<file path="src/rtl/ex_mem_pipe.sv">
// EX/MEM pipeline register of the 16-bit WISC pipeline: registers the ALU result and
// memory-stage controls, owns the Z/V/N flags, the sticky halt latch and the EX->EX forward source.
module ex_mem_pipe #(
  parameter int DW = 16,
  parameter int RW = 4
) (
  input  logic          clk,
  input  logic          rst_n,
  input  logic          stall,
  input  logic          flush,
  input  logic          ex_valid,
  input  logic [3:0]    ex_opcode,
  input  logic [DW-1:0] ex_alu_out,
  input  logic          ex_ovfl,
  input  logic [RW-1:0] ex_rd,
  input  logic          ex_regwrite,
  input  logic          ex_memread,
  input  logic          ex_memwrite,
  input  logic [DW-1:0] ex_store_data,
  output logic          mem_valid,
  output logic [3:0]    mem_opcode,
  output logic [DW-1:0] mem_alu_out,
  output logic [RW-1:0] mem_rd,
  output logic          mem_regwrite,
  output logic          mem_memread,
  output logic          mem_memwrite,
  output logic [DW-1:0] mem_store_data,
  output logic          flag_z,
  output logic          flag_v,
  output logic          flag_n,
  output logic          fwd_valid,
  output logic [RW-1:0] fwd_rd,
  output logic [DW-1:0] fwd_data,
  output logic          halted
);

  localparam logic [3:0] OP_ADD = 4'b0000;
  localparam logic [3:0] OP_SUB = 4'b0001;
  localparam logic [3:0] OP_XOR = 4'b0010;
  localparam logic [3:0] OP_SLL = 4'b0100;
  localparam logic [3:0] OP_SRA = 4'b0101;
  localparam logic [3:0] OP_ROR = 4'b0110;
  localparam logic [3:0] OP_HLT = 4'b1111;

  logic acc;
  logic upd;

  assign acc = ex_valid & ~flush & ~halted;
  assign upd = acc & ~stall;

  // Flush outranks stall; a non-accepted instruction still loads its data fields but as a bubble.
  always_ff @(posedge clk or negedge rst_n) begin
    if (!rst_n) begin
      mem_valid      <= 1'b0;
      mem_opcode     <= '0;
      mem_alu_out    <= '0;
      mem_rd         <= '0;
      mem_regwrite   <= 1'b0;
      mem_memread    <= 1'b0;
      mem_memwrite   <= 1'b0;
      mem_store_data <= '0;
    end else if (flush) begin
      mem_valid      <= 1'b0;
      mem_opcode     <= '0;
      mem_alu_out    <= '0;
      mem_rd         <= '0;
      mem_regwrite   <= 1'b0;
      mem_memread    <= 1'b0;
      mem_memwrite   <= 1'b0;
      mem_store_data <= '0;
    end else if (!stall) begin
      mem_valid      <= acc;
      mem_opcode     <= ex_opcode;
      mem_alu_out    <= ex_alu_out;
      mem_rd         <= ex_rd;
      mem_regwrite   <= acc & ex_regwrite;
      mem_memread    <= acc & ex_memread;
      mem_memwrite   <= acc & ex_memwrite;
      mem_store_data <= ex_store_data;
    end
  end

  always_ff @(posedge clk or negedge rst_n) begin
    if (!rst_n) begin
      flag_z <= 1'b0;
      flag_v <= 1'b0;
      flag_n <= 1'b0;
      halted <= 1'b0;
    end else if (upd) begin
      case (ex_opcode)
        OP_ADD, OP_SUB: begin
          flag_z <= (ex_alu_out == '0);
          flag_v <= ex_ovfl;
          flag_n <= ex_alu_out[DW-1];
        end
        OP_XOR, OP_SLL, OP_SRA, OP_ROR: flag_z <= (ex_alu_out == '0);
        OP_HLT: halted <= 1'b1;
        default: ;
      endcase
    end
  end

  // Loads are never forwarded from here (data not yet read); r0 is hardwired zero.
  assign fwd_valid = mem_valid & mem_regwrite & ~mem_memread & (mem_rd != '0);
  assign fwd_rd    = mem_rd;
  assign fwd_data  = mem_alu_out;

endmodule
</file>
<file path="config.mk">
export PLATFORM = sky130hd
export DESIGN_NAME = ex_mem_pipe
export DESIGN_NICKNAME = d
export VERILOG_FILES = /design/src/rtl/ex_mem_pipe.sv
export SDC_FILE = /design/constraint.sdc
export NUM_CORES = 1
export LEC_CHECK = 0
export CAP_MARGIN = 20
export CORE_UTILIZATION = 42
export DETAILED_ROUTE_END_ITERATION = 8
export HOLD_SLACK_MARGIN = 0.1
export PLACE_DENSITY = 0.86
export SLEW_MARGIN = 20
export SYNTH_ARGS = -nofsm -noshare
export SYNTH_HDL_FRONTEND = slang
export SYNTH_SLANG_ARGS = --single-unit
</file>
<file path="constraint.sdc">
create_clock -name clk -period 2.88 [get_ports clk]
set_clock_uncertainty 0.15 [all_clocks]
set_input_delay 0.576 -clock clk [delete_from_list [all_inputs] [get_ports clk]]
set_output_delay 0.576 -clock clk [all_outputs]
set_load 0.05 [all_outputs]
</file>
; ---- Word level (Yosys, flattened, before mapping)
; Index checks and enable logic that the tools add are counted.
[totals]
reg_bits = 48
latchBits = 0
mem_bits_rw = 0
mem_bits_ro = 0
input_bits = 49
output_inout_bits = 69
word_cells = 56
n_memories = 0
[classes]
add_sub_neg = 0
mul = 0
div = 0
magnitude_cmp = 0
eq_ne = 7
shift = 0
n_mux = 16
bitwise = 13
reduce_logical = 8
[ops]
columns = cell, count
row1 = two-way mux 16 bit, 4
row2 = zero test 16 bit, 1
row3 = two-way mux 4 bit, 4
row4 = equality test 4 x 3 -> 1 bit (second input constant), 3
row5 = bitwise AND 1 bit, 9
row6 = two-way mux 1 bit, 8
row7 = AND reduction 2 bit, 3
row8 = OR reduction 6 bit, 1
row9 = equality test 4 x 1 -> 1 bit (second input constant), 1
row10 = equality test 4 x 2 -> 1 bit (second input constant), 1
row11 = equality test 4 bit (second input constant), 1
row12 = zero test 4 bit, 1
row13 = inverter 1 bit, 4
row14 = nonzero test 4 bit, 1
row15 = != test 2 x 1 -> 1 bit (second input constant), 1
row16 = OR reduction 2 bit, 1

; ---- Depth between registers and ports, before layout
[depth]
depth_word = 6
depth_mapped = 4
depth_no_buf = 3

; ---- Least setup slack after synthesis
; OpenSTA, ideal clock, no wires.
[synth_path]
path_kind = flip-flop to output port
start = register mem_rd[1] (netlist: fwd_rd[1])
end = output port fwd_valid
arrival_ns = 1.870
required_time_ns = 2.154
path_slack_ns = 0.284
path_stages_with_launch = 3
path_buffers = 0
path_cell_list = dfrtp_1 nor4_1 nor3_1
[synth_via]
elab_chain_cells = 2
[synth_lines]
columns = element, line
row1 = start: declaration, 23  ; output logic [RW-1:0] mem_rd,
row2 = start signal: assignment, 75  ; mem_rd <= ex_rd;
row3 = nonzero test 4 bit, 104  ; assign fwd_valid = mem_valid & mem_regwrite & ~mem_memread & (mem_rd != '0);
row4 = bitwise AND 1 bit, 104
row5 = end: declaration, 31  ; output logic fwd_valid,
; Every way passes these cells.

; ---- Worst setup path in the final report
; Ends and elaborated chain as after synthesis.

==> impl_metrics.env <==
export IMPL_grt_ovfl_total=0
export IMPL_vias=1660
export IMPL_die_y_um=73.4
export IMPL_wl_per_cell_um=14.6
export IMPL_synth_nets=232
export IMPL_instances_no_fill=348
export IMPL_root_buffer="clkbuf_8"
export IMPL_antenna_found_initial=0
export IMPL_synthToLayoutAreaGrowth_pct=53.8
export IMPL_final_common_cell="clkdlybuf4s50_1"
export IMPL_dp_cells=340
export IMPL_post_cts_buffers=0
export IMPL_timing_hold_ws_ns=0.143
export IMPL_drt_wl_total_um=5080
export IMPL_p_int_mw=1.11
export IMPL_p_per_area_mw_per_mm2=507
export IMPL_ys_top_cells_by_area="dfrtp_1 56%, mux2i_1 19%, nor2_1 7.2%, buf_4 7.0%, nor4_1 1.5%"
export IMPL_diodes=0
export IMPL_finalNetCount=329
export IMPL_worstSkewPairLatency_ns=0.29
export IMPL_ios=118
export IMPL_dp_slack_ns=0.612
export IMPL_clockPowerShare=0.240
export IMPL_maxCapViolCount=0
export IMPL_grt_pass1_wl_um=7980
export IMPL_critPathMaxStageDelay_ns=0.72
export IMPL_r2r_cells=3
export IMPL_grt_max_degree=43
export IMPL_cts_buffers=5
export IMPL_syn_area_mm2=0.00214
export IMPL_maxSlewHeadroom=0.535
export IMPL_layout_common_cells="114 x clkdlybuf4s50_1, 48 x dfrtp_1, 41 x mux2i_1, 41 x nor2_1, 6 x clkbuf_8"
export IMPL_final_antenna_net_count=0
export IMPL_dp_hpwl_um=3690
export IMPL_initial_utilization=0.444
export IMPL_worst_pin_slew_ns=0.697
export IMPL_setup_slack_ns=0.319
export IMPL_final_area_mm2=0.00329
export IMPL_p_sw_mw=0.556
export IMPL_cts_buffer_depth=2
export IMPL_drc=0
export IMPL_synth_seq_cells=48
export IMPL_fmax_mhz=391
export IMPL_drt_iter0_markers=52
export IMPL_setup_worst_path_start_class="flip-flop"
export IMPL_power_leakage_nw=1.51
export IMPL_ir_drop_v=0.000316
export IMPL_finalHoldViolCount=0
export IMPL_die_w_um=73.4
export IMPL_crit_slowest_cell="clkdlybuf4s50_1"
export IMPL_die_area_mm2=0.00539
export IMPL_crit_required_ns=2.15
export IMPL_fin_crit_ns=2.56
export IMPL_cts_reportedPaths_clkPinSlew_ns=0.08
export IMPL_status="complete, no violations"
export IMPL_rows=25
export IMPL_ys_seq_area_frac=0.561
export IMPL_end_kind="output pin"
export IMPL_setup_tns_ns=0
export IMPL_drive_above_1_share=0.0534
export IMPL_ys_warn_count=0
export IMPL_track_usage=0.198
export IMPL_r2r_end="flag_n"
export IMPL_gp_congestion=0.674
export IMPL_yosys_area_top_type="dfrtp_1"
export IMPL_path_buf_inv=1
export IMPL_p_comb_frac=0.311
export IMPL_seq_power_share=0.449
export IMPL_rsz0062_at_grt="false"
export IMPL_critPathTopFamily="buffers and inverters"
export IMPL_firstDrtPassIters=4
export IMPL_ctsResizeCount=0
export IMPL_htree_levels=2
export IMPL_path_class="reg -> out"
export IMPL_syn_area_per_cell_um2=11.7
export IMPL_yosysTopAreaCellShare=0.561
export IMPL_clock_sinks=48
export IMPL_switching_share=0.333
export IMPL_drv_slew=0
export IMPL_grt_pass1_vias=1672
export IMPL_cp_max_fo=4
export IMPL_timing_rr_start="halted"
export IMPL_via_per_inst=4.77
export IMPL_worstPathArrival_ns=1.83
export IMPL_ctsHoldBuffers=0
export IMPL_syn_inst=183
export IMPL_finalCritPeriodShare=0.889
export IMPL_coreArea_mm2=0.00482
export IMPL_dpl_cell_area_mm2=0.00320
export IMPL_hp_class="in -> async"
export IMPL_setup_violations=0
export IMPL_crit_chain="nor4_1 -> nor3_1 -> clkdlybuf4s50_1"
export IMPL_tritoncts="built"
export IMPL_ff2ff_setup_slack_ns=1.31
export IMPL_placement_io_buffers=117
export IMPL_synth_cell_types=21
[power groups by stage]
stage	clock, mW	sequential [mW]	combinational [mW]
final	0.401	0.748	0.519
after global routing	0.442	0.755	0.545
after CTS	0.416	0.749	0.524
after detailed placement	0	0.761	0.523
after global placement	0	0.759	0.517
after floorplan	0	0.913	0.169
[how the worst max path moves through the flow]
| stage | cells past startpoint | end | startpoint | slack, ns |
|---|---|---|---|---|
| finish | 3 | fwd_valid | fwd_rd[1] | 0.32 |
| global route | 3 | fwd_valid | fwd_rd[1] | 0.19 |
| CTS | 3 | fwd_valid | fwd_rd[1] | 0.27 |
| detailed placement | 3 | fwd_valid | fwd_rd[1] | 0.61 |
| global placement | 3 | fwd_valid | fwd_rd[1] | 0.62 |
| floorplan | 2 | fwd_valid | fwd_rd[1] | 0.28 |
[cell families (layout without fill, tap and decap cells)]
| kind of cell | Yosys count | after routing | share of synthesized area |
|---|---|---|---|
| buffers and inverters | 31 | 129 | 0.0958 |
| AOI/OAI and AO/OA | 6 | 6 | 0.0222 |
| muxes | 43 | 43 | 0.202 |
| DFF | 48 | 48 | 0.561 |
| and+or+nand+nor | 55 | 55 | 0.119 |
[synthesized netlist by cell type]
cell / number
a21o_1: 1
a21oi_1: 1
a22o_1: 3
a31o_2: 1
and4_1: 1
buf_2: 5
buf_4: 20
buf_6: 1
clkbuf_1: 4
dfrtp_1: 48
inv_1: 1
mux2_1: 2
mux2i_1: 41
nand2_1: 2
nand2_2: 1
nand4_1: 1
nor2_1: 41
nor2b_1: 1
nor3_1: 2
nor4_1: 5
nor4b_4: 1
[registers in the layout, indices dropped and copies added, names as in the netlist]
signal and cells:
mem_memwrite 1, flag_v 1, flag_n 1, fwd_data 16
mem_valid 1, flag_z 1, fwd_rd 4, mem_opcode 4
mem_regwrite 1, mem_memread 1, halted 1, mem_store_data 16
[cell type report]
class                           count  area (um2)
Fill cell                         401        1530
Clock buffer                        8        90.1
Timing Repair Buffer              120        1180
Multi-Input combinational cell    104         734
Tap cell                           67        83.8
Inverter                            1        3.75
Sequential cell                    48        1200
[metrics by stage]
| stage | utilization | power (mW) |
|---|---|---|
| 2_1_floorplan | - | 1.08 |
| 3_3_place_gp | 0.665 | 1.28 |
| 3_5_place_dp | 0.665 | 1.28 |
| 4_1_cts | 0.683 | 1.69 |
| 5_1_grt | 0.683 | 1.74 |
| 6_report | 0.683 | 1.67 |
[per-layer routing]
metal,vias up,track usage,wire length (um)
met3,7,0.0658,485
met1,779,0.241,2080
met2,77,0.333,2450
met4,0,0.0641,59
met5,-,0,0
li1,797,-,-
Note: power is estimated with default switching activity, not from simulation.
